**config.mk**
```make
export PLATFORM = sky130hd
export DESIGN_NAME = dmem_arbiter
export DESIGN_NICKNAME = d
export VERILOG_FILES = /design/src/rtl/dmem_arbiter.sv
export SDC_FILE = /design/constraint.sdc
export NUM_CORES = 1
export LEC_CHECK = 0
export CELL_PAD_IN_SITES_DETAIL_PLACEMENT = 1
export CELL_PAD_IN_SITES_GLOBAL_PLACEMENT = 2
export CORE_UTILIZATION = 12
export CTS_CLUSTER_SIZE = 40
export DETAILED_ROUTE_END_ITERATION = 16
export PLACE_DENSITY_LB_ADDON = 0.3
export SLEW_MARGIN = 20
export SYNTH_ARGS = -nofsm -noshare
export SYNTH_HDL_FRONTEND = slang
export SYNTH_SLANG_ARGS = --single-unit
```
**constraint.sdc**
```tcl
create_clock -name clk -period 2.7 [get_ports clk]
set_clock_uncertainty 0.1 [all_clocks]
set_input_delay 0.81 -clock clk [delete_from_list [all_inputs] [get_ports clk]]
set_output_delay 0.81 -clock clk [all_outputs]
set_load 0.03 [all_outputs]
```
**src/rtl/dmem_arbiter.sv**
```systemverilog
// dmem_arbiter: two-port round-robin arbiter in front of a single data memory.
// Ports: clk, reset, p0_*/p1_* requesters (core, loader), mem_* shared dmem side.
module dmem_arbiter #(
  parameter int XLEN      = 32,
  parameter int MAX_BURST = 4
) (
  input  logic            clk,
  input  logic            reset,
  input  logic            p0_valid,
  input  logic            p0_lock,
  input  logic            p0_we,
  input  logic [XLEN-1:0] p0_addr,
  input  logic [XLEN-1:0] p0_wdata,
  input  logic [XLEN-1:0] p0_wmask,
  output logic            p0_ready,
  output logic            p0_rvalid,
  output logic [XLEN-1:0] p0_rdata,
  input  logic            p1_valid,
  input  logic            p1_lock,
  input  logic            p1_we,
  input  logic [XLEN-1:0] p1_addr,
  input  logic [XLEN-1:0] p1_wdata,
  input  logic [XLEN-1:0] p1_wmask,
  output logic            p1_ready,
  output logic            p1_rvalid,
  output logic [XLEN-1:0] p1_rdata,
  output logic [XLEN-1:0] mem_addr,
  output logic [XLEN-1:0] mem_wdata,
  output logic [XLEN-1:0] mem_wmask,
  output logic            mem_we,
  input  logic [XLEN-1:0] mem_rdata
);

  typedef enum logic [1:0] {
    IDLE = 2'd0,
    OWN0 = 2'd1,
    OWN1 = 2'd2
  } state_t;

  localparam logic [3:0] BLAST = 4'(MAX_BURST - 1);

  state_t     state;
  logic       last;
  logic [3:0] bcnt;

  logic acc0;
  logic acc1;
  logic cur;
  logic own_valid;
  logic own_lock;
  logic oth_valid;
  logic release_own;
  logic idle_pick;

  // Ready follows valid of the owner; reset masks every grant.
  always_comb begin
    p0_ready = !reset && (state == OWN0) && p0_valid;
    p1_ready = !reset && (state == OWN1) && p1_valid;
    acc0     = p0_ready;
    acc1     = p1_ready;
  end

  always_comb begin
    mem_addr  = '0;
    mem_wdata = '0;
    mem_wmask = '0;
    mem_we    = 1'b0;
    unique case (1'b1)
      acc0: begin
        mem_addr  = p0_addr;
        mem_wdata = p0_wdata;
        mem_wmask = p0_wmask;
        mem_we    = p0_we;
      end
      acc1: begin
        mem_addr  = p1_addr;
        mem_wdata = p1_wdata;
        mem_wmask = p1_wmask;
        mem_we    = p1_we;
      end
      default: ;
    endcase
  end

  // Owner-relative view; in OWNx a valid owner beat is always accepted.
  always_comb begin
    cur         = (state == OWN1);
    own_valid   = cur ? p1_valid : p0_valid;
    own_lock    = cur ? p1_lock  : p0_lock;
    oth_valid   = cur ? p0_valid : p1_valid;
    release_own = !own_valid || !own_lock ||
                  ((bcnt == BLAST) && oth_valid);
    // Prefer the port that was not granted last.
    idle_pick   = last ? !p0_valid : p1_valid;
  end

  always_ff @(posedge clk) begin
    if (reset) begin
      state     <= IDLE;
      last      <= 1'b1;
      bcnt      <= '0;
      p0_rvalid <= 1'b0;
      p1_rvalid <= 1'b0;
      p0_rdata  <= '0;
      p1_rdata  <= '0;
    end else begin
      p0_rvalid <= acc0 && !p0_we;
      p1_rvalid <= acc1 && !p1_we;
      if (acc0 && !p0_we)
        p0_rdata <= mem_rdata;
      if (acc1 && !p1_we)
        p1_rdata <= mem_rdata;

      unique case (state)
        IDLE: begin
          if (p0_valid || p1_valid) begin
            state <= idle_pick ? OWN1 : OWN0;
            last  <= idle_pick;
            bcnt  <= '0;
          end
        end
        OWN0, OWN1: begin
          if (release_own) begin
            bcnt <= '0;
            if (oth_valid) begin
              state <= cur ? OWN0 : OWN1;
              last  <= !cur;
            end else begin
              state <= IDLE;
            end
          end else if (bcnt != 4'hF) begin
            bcnt <= bcnt + 4'd1;
          end
        end
        default: begin
          state <= IDLE;
          bcnt  <= '0;
        end
      endcase
    end
  end

endmodule

```
Word-level counts from Yosys, hierarchy flattened
Cells that the tools add are included.
- bits in registers: 73
- bits of input ports: 232
- output and inout bits: 165
- logic and storage cells: 61
- $add $sub $neg: 1
- eq/ne operators: 8
- mux-type cells: 22
- reductions and logical operators: 23
- operator list (kind ; number):
    $pmux 32 s2 ; 3
    $mux 4 ; 3
    $mux 2 ; 5
    $pmux 4 s2 ; 1
    $logic_and 1x1->1 ; 7
    $logic_not 1->1 ; 7
    $mux 1 ; 7
    $ne 2x2->1 const B ; 3
    $add 4x1->4 const B ; 1
    $eq 4x2->1 const B ; 1
    $ne 4x4->1 const B ; 1
    $pmux 1 s2 ; 2
    $pmux 2 s2 ; 1
    $reduce_and 2->1 ; 2
    $reduce_and 4->1 ; 1
    $logic_or 1x1->1 ; 3
    $ne 3x3->1 const B ; 1
    $eq 2x1->1 const B ; 1
    $eq 2x2->1 const B ; 1
    $logic_not 2->1 ; 1
    $reduce_bool 2->1 ; 1
    $reduce_or 2->1 ; 1

Longest topological paths before layout
Gate-level depths: netlist of the first run.
- word-level depth: 7
- gate-level depth with buffers: 9
- mapped depth without buffers: 6

Least setup slack after synthesis of the first run
No wires, ideal clock.
- kind: input port to output port
- start: input port reset
- end: output port mem_wdata[22]
- arrival: 2.212 ns
- data required time: 1.790 ns
- path slack: -0.422 ns
- cell stages on the path: 5
- buffers on the path: 3
- path through: buf_4 -> and3b_2 -> buf_2 -> clkbuf_1 -> a22o_1
- word-level cells in the longest chain between the ends: 4
- elaborated cells on any way between the ends: 6
- classes of those cells: mux (1); reduce/logical (5)
- ends and longest elaborated chain (element ; line ; text):
    from (decl) ; 8 ; input logic reset,
    $logic_not 1->1 ; 58 ; p1_ready = !reset && (state == OWN1) && p1_valid;
    $logic_and 1x1->1 (2 in a row) ; 58 ;
    via p1_ready ; 24 ; output logic p1_ready,
    $pmux 32 s2 ; 68 ; unique case (1'b1)
    to (decl) ; 28 ; output logic [XLEN-1:0] mem_wdata,
The timed path passes the listed nets, and every way through them passes these cells.

Worst setup path in the final report of the first run
- start: input port reset
- end: output port mem_addr[19]
- word-level cells in the longest chain between the ends: 4
- elaborated cells on any way between the ends: 6
- classes of those cells: mux (1); reduce/logical (5)
- ends and longest elaborated chain (element ; line ; text):
    $logic_not 1->1 (*) ; 57, 58 ;
    $logic_and 1x1->1, on equally long branches (2 in a row) ; 58, 57 ;
    $pmux 32 s2 (*) ; 68 ;
    to (decl) ; 27 ; output logic [XLEN-1:0] mem_addr,
Mark *: on every way between the ends. The rest lies on a longest branch, timed or not.

==> reports/metrics.csv, run 1 <==
metric;value;unit
outcome;complete, but fails checks;
violations;setup timing;
slowest_stage;and3b_4;
drc;0;
grt_max_degree;51;
cp.required;1790;ps
synthFlopType;dfxtp_1;
vias;5330;
cp.arrival;1920;ps
synth_enable_flop_cells;0;
fp.dieW;178;µm
worstMarginPinSlew;439;ps
areaGrowthSynthToFinish;179;%
wl_per_cell;21.8;µm
first_iter_violations;242;
first_pass_iters;4;
grt_pass1_vias;5320;
synthAdderAreaFrac;2.01;%
synth_seq_cells;73;
synthArstFlopShare;0;%
maxCapViolCount;0;
final_cell_mix;294 x clkdlybuf4s50_1, 130 x nand2_1, 77 x a22o_4;
core_area;30600;µm²
crit_buf_inv;4;
port_buffers;396;
ir_drop;0.000265;V
yosysWarnings;0;
layout.cells.non_filler;1293;
syn_inst;464;
nFillCells;3409;
synth_fp_nets;702;
crit_chain;buf_8 > and3b_4 > buf_6 > buf_12 > a22o_2 > buf_6;
synth_top_family_by_area;compound AO/OA/AOI/OAI gates;
slew_headroom;70.0;%
synthSimpleGateAreaFrac;17.1;%
die_area;31800;µm²
synth_cell_types;39;
start_kind;input pin;
cts_tree;yes;
p_per_area;513;nW/µm²
criticalPathCategory;in2out;
final_common_cell;clkdlybuf4s50_1;
io_pins;397;
hpwl;21500;µm
syn-cell-area;3730;µm²
drt-total-wl;28200;µm
cts_sinks;73;
grt_usage;16.0;%
clk-insertion-delay-late;330;ps
grt_first_pass_wirelength;36800;µm
synthMuxAreaShare;1.81;%
ys_seq_area_share;39.2;%
synth_area_leader_cell;dfxtp_1;
h-tree-depth;3;
setup_viol;97;
final_max_slew_viol_count;0;
hold_buffers;0;
fin_crit_sh;105;%
cp_common_cell;buf_6;
numCtsBuffers;9;
root_buffer;clkbuf_16;
via_per_inst;4.12;
drive_above_1_share;31.6;%
crit_family;buffers and inverters;
leakage;0.00415;µW
whs;357;ps
hold_violations;0;
yosys-top-cells-area;dfxtp_1 39%, a22o_1 23%, nand2_1 13%;
synth_top_area_share;39.2;%
dp_cells;1241;
grt_overflow;0;
synth_xor_area_share;0;%
clockBufferDepth;2;
place_congestion;0.899;
period_minus_slack;2830;ps
die_height;178;µm
antenna_left;0;
nNetsFinal;1123;
max_freq;354;MHz
start_util;12.2;%
rows;64;
end_kind;output port;
min_path_type;reg2reg;
synth_compound_gate_area_share;34.3;%
setup_slack;-126;ps
grt_antenna_before_repair;7;
slowest_delay;390;ps
rsz0062_at_grt;yes;
syn_avg_cell_area;8.04;µm²
clkSlewWorstSetupHoldPaths;70;ps
path_max_fanout;5;
worst min-delay path, cell delays in order, from the launching register on:
cell	delay [ps]
dfxtp_1	310
nand2_1	50
o21ai_0	60
layout make-up:
cell class                 instances  area (µm²)  area share [%]
clock inverter                     7        71.3           0.684
sequential                        73        1470            14.1
inverter                           4        17.5           0.168
multi-input combinational        343        2790            26.8
tap                              396         495            4.76
timing repair buffer             454        5340            51.2
antenna                            7        17.5           0.168
clock buffer                       9         225            2.16
registers in the layout, summed over array words and instances, names as in the netlist:
register and cells:
p0_rdata 32, p1_rdata 32, bcnt 4, state 2
last 1, p0_rvalid 1, p1_rvalid 1
per-stage QoR:
step	worst slack [ps]	util (%)	area (µm²)	setup TNS, ps	total power (µW)
5_1_grt	-157	34.1	10400	-11750	5620
4_1_cts	-163	33.2	10200	-10830	5300
2_1_floorplan	-28.9	-	4120	-1750	2410
6_report	-126	34.1	10400	-8500	5350
3_5_place_dp	-554	28.9	8840	-59710	3620
3_3_place_gp	-544	28.9	8840	-56720	3620
synth_stat cells (3+ instances only):
cell,count
mux2i_1,3
inv_1,3
nand2_1,130
o21ai_0,66
a21oi_1,5
nor3_1,4
buf_2,19
a22o_1,97
clkbuf_1,24
dfxtp_1,73
nand3_1,3
ha_1,6
nor2_1,5
where the power goes:
| group | switching [µW] | total (µW) | internal [µW] |
|---|---|---|---|
| Combinational | 1340 | 2910 | 1570 |
| Sequential | 58.8 | 1220 | 1170 |
| Clock | 498 | 1210 | 716 |
path summary, 6_finish.rpt:
path	start	endpoint	slack [ps]	cells after the start
setup / recovery	reset	mem_addr[19]	-130	6
hold / removal	p0_rdata[9]$_SDFFE_PP0P_	p0_rdata[9]$_SDFFE_PP0P_	360	2
setup reg to reg	state[0]$_SDFFE_PP0P_	p0_rdata[23]$_SDFFE_PP0P_	510	10
hold reg to reg	p0_rdata[9]$_SDFFE_PP0P_	p0_rdata[9]$_SDFFE_PP0P_	360	2
routing by layer:
| layer | GRT usage (%) | share of wire (%) | up-vias |
|---|---|---|---|
| met5 | 0 | 0 | - |
| met4 | 5.61 | 2.8 | 0 |
| met3 | 4.22 | 7.7 | 32 |
| met2 | 26.7 | 49 | 229 |
| met1 | 19.8 | 41 | 2542 |
| li1 | - | - | 2527 |
cells by family after synthesis:
| logic type | after synthesis |
|---|---|
| compound gates | 176 |
| simple gates | 155 |
| flops | 73 |
| buf+inv | 48 |
| mux | 6 |
| fa+ha+maj | 6 |
timing repair:
item / in CTS / in global routing
setup buffers: 14 / 2
resized for setup: 157 / 14
gates cloned: 8 / 9
setup endpoints to repair: 99 / 99
pin swaps: 13 / 17
No activity file was read; power rests on OpenSTA's default activity.
==> run 2, diff against run 1 <==
--- a/config.mk
+++ b/config.mk
@@ -10,6 +10,7 @@
 export CORE_UTILIZATION = 12
 export CTS_CLUSTER_SIZE = 40
 export DETAILED_ROUTE_END_ITERATION = 16
+export GPL_TIMING_DRIVEN = 0
 export PLACE_DENSITY_LB_ADDON = 0.3
 export SLEW_MARGIN = 20
 export SYNTH_ARGS = -nofsm -noshare
==> run 2 against run 1 <==
Against the previous run:
- the flow still finishes with violations (setup timing)
- maximum frequency shrank 3.1%
- critical path depth rose by 1
- clock power barely moved
- global-route usage shrank 0.28 points
- largest cell class unchanged
- combinational power decreased by 21%
==> reports/metrics.csv, run 2 (synthesis gave the netlist of run 1 again) <==
metric;value;unit;change
outcome;complete, but fails checks;;
violations;setup timing;;
grt_overflow;0;;unchanged
root_buffer;clkbuf_16;;
start_util;12.2;%;unchanged
setup_viol;97;;unchanged
port_buffers;395;;-0.25%
hpwl;22700;µm;+5.2%
min_from;p0_rdata[4]$_SDFFE_PP0P_;;
final_cell_mix;294 x clkdlybuf4s50_1, 130 x nand2_1, 71 x dfxtp_1;;
cts_sinks;73;;unchanged
final_common_cell;clkdlybuf4s50_1;;
cp.required;1790;ps;about the same
leakage;0.00357;µW;-14%
drive_above_1_share;28.9;%;-2.7 points
clockBufferDepth;2;;unchanged
hold_buffers;0;;unchanged
nFillCells;3565;;+4.6%
areaGrowthSynthToFinish;140;%;
clk-insertion-delay-late;330;ps;about the same
grt_pass1_vias;5341;;+0.39%
end_kind;output port;;
clkSlewWorstSetupHoldPaths;60;ps;about the same
core_area;30600;µm²;unchanged
hold_violations;0;;unchanged
fin_util;29.2;%;-4.9 points
final_max_slew_viol_count;0;;unchanged
grt_max_degree;13;;-75%
maxCapViolCount;0;;unchanged
reg2reg_to;p1_rdata[24]$_SDFFE_PP0P_;;
multi_input_area;2420;µm²;-13%
drc;0;;unchanged
via_per_inst;4.02;;-2.6%
largestRegisters;p0_rdata x32, p1_rdata x32, bcnt x4;;
ir_drop;0.000285;V;+7.5%
rows;64;;unchanged
rsz0062_at_grt;yes;;
setup_tns;-13490;ps;-4990 ps
grt_antenna_before_repair;0;;-7
hold_path_depth;2;;unchanged
fin_crit_sh;108;%;+3.3 points
period_minus_slack;2920;ps;+90.2 ps
slew_headroom;47.8;%;-22 points
grt_first_pass_wirelength;36200;µm;-1.7%
die_height;178;µm;unchanged
criticalPathCategory;in2out;;
nNetsFinal;1112;;-0.98%
p_per_area;531;nW/µm²;+3.5%
setup_slack;-217;ps;-90.2 ps
min_path_type;reg2reg;;
grt_usage;15.8;%;-0.28 points
holdPathEnd;p0_rdata[4]$_SDFFE_PP0P_;;
fp.dieW;178;µm;unchanged
r2r_cells;9;;-1
vias;5125;;-3.8%
cp.arrival;2010;ps;+90 ps
cts_tree;yes;;
antenna_left;0;;unchanged
wl_per_cell;20.7;µm;-5.0%
die_area;31800;µm²;unchanged
drt-total-wl;26400;µm;-6.3%
first_iter_violations;152;;-37%
numCtsBuffers;9;;unchanged
start_kind;input pin;;
reg2reg_from;state[0]$_SDFFE_PP0P_;;
place_congestion;0.783;;-13%
register_area;1470;µm²;unchanged
first_pass_iters;4;;unchanged
rrSetupSlack;530;ps;+20 ps
h-tree-depth;3;;unchanged
max_freq;343;MHz;-3.1%
io_pins;397;;unchanged
path_max_fanout;10;;+5
worstMarginPinSlew;782;ps;+343 ps
-- run 2: cell count changes in the layout (fill, tap and decap cells not counted), moves of 21 or more --
cell    change
buf_4      +35
a22o_4     -45
buf_12     -47
a22o_2     +45
buf_2      +21
buf_6      -27
-- run 2: repair_timing --
item,CTS,global route
buffers inserted,2,2
resized for setup,640,44
endpoints found under the hold margin,0,0
endpoints found under the setup margin,109,99
pin swaps,3,5
-- run 2: area by class of cell --
| cell class | instances | share of cell area, % |
|---|---|---|
| diodes | 1 | 0.0280 |
| clock buffers | 12 | 2.87 |
| multi-input cells | 343 | 27.1 |
| repair buffers | 399 | 43.1 |
| inverters | 4 | 0.196 |
| flip-flops and latches | 73 | 16.4 |
| plain buffers | 44 | 4.13 |
| clock inverters | 4 | 0.574 |
| well taps | 396 | 5.55 |
-- run 2: critical path, stage by stage --
cell	delay, ps
buf_6	110
and3b_2	230
buf_12	150
buf_12	140
buf_12	140
a22o_4	260
buf_6	140
-- run 2: report_power, final --
group          leakage [µW]  switching [µW]  internal [µW]
sequential         0.000591            57.2           1170
clock              0.000149             467            766
combinational       0.00283            1180           1110
-- run 2: how the worst max path moves through the flow --
stage | slack [ps] | to | start
finish | -220 | mem_wdata[6] | reset
global route | -260 | mem_wdata[9] | state[0]$_SDFFE_PP0P_
CTS | -240 | mem_wdata[6] | state[0]$_SDFFE_PP0P_
detailed placement | -1530 | mem_wmask[31] | p0_valid
global placement | -1470 | mem_wmask[25] | p0_valid
floorplan | -30 | mem_addr[0] | reset
-- run 2: per-layer routing --
layer	routed length, µm	up-vias	track usage [%]	part of all wire [%]
met1	10600	2410	18.2	40
met5	0	-	0	0
met4	221	0	3.04	0.84
met2	13200	209	27.7	50
met3	2430	13	5.78	9.2
li1	-	2493	-	-
-- run 2: metrics by stage --
stage	hold WS [ps]	std cells	power, µW	instance area (µm²)	setup slack, ps
final	357	1276	4750	8930	-217
after global routing	381	1275	5010	8930	-261
after CTS	359	1273	4800	8900	-235
after detailed placement	352	1255	3480	8570	-1530
after global placement	344	1255	3470	8570	-1470
after floorplan	367	464	2410	4120	-28.9
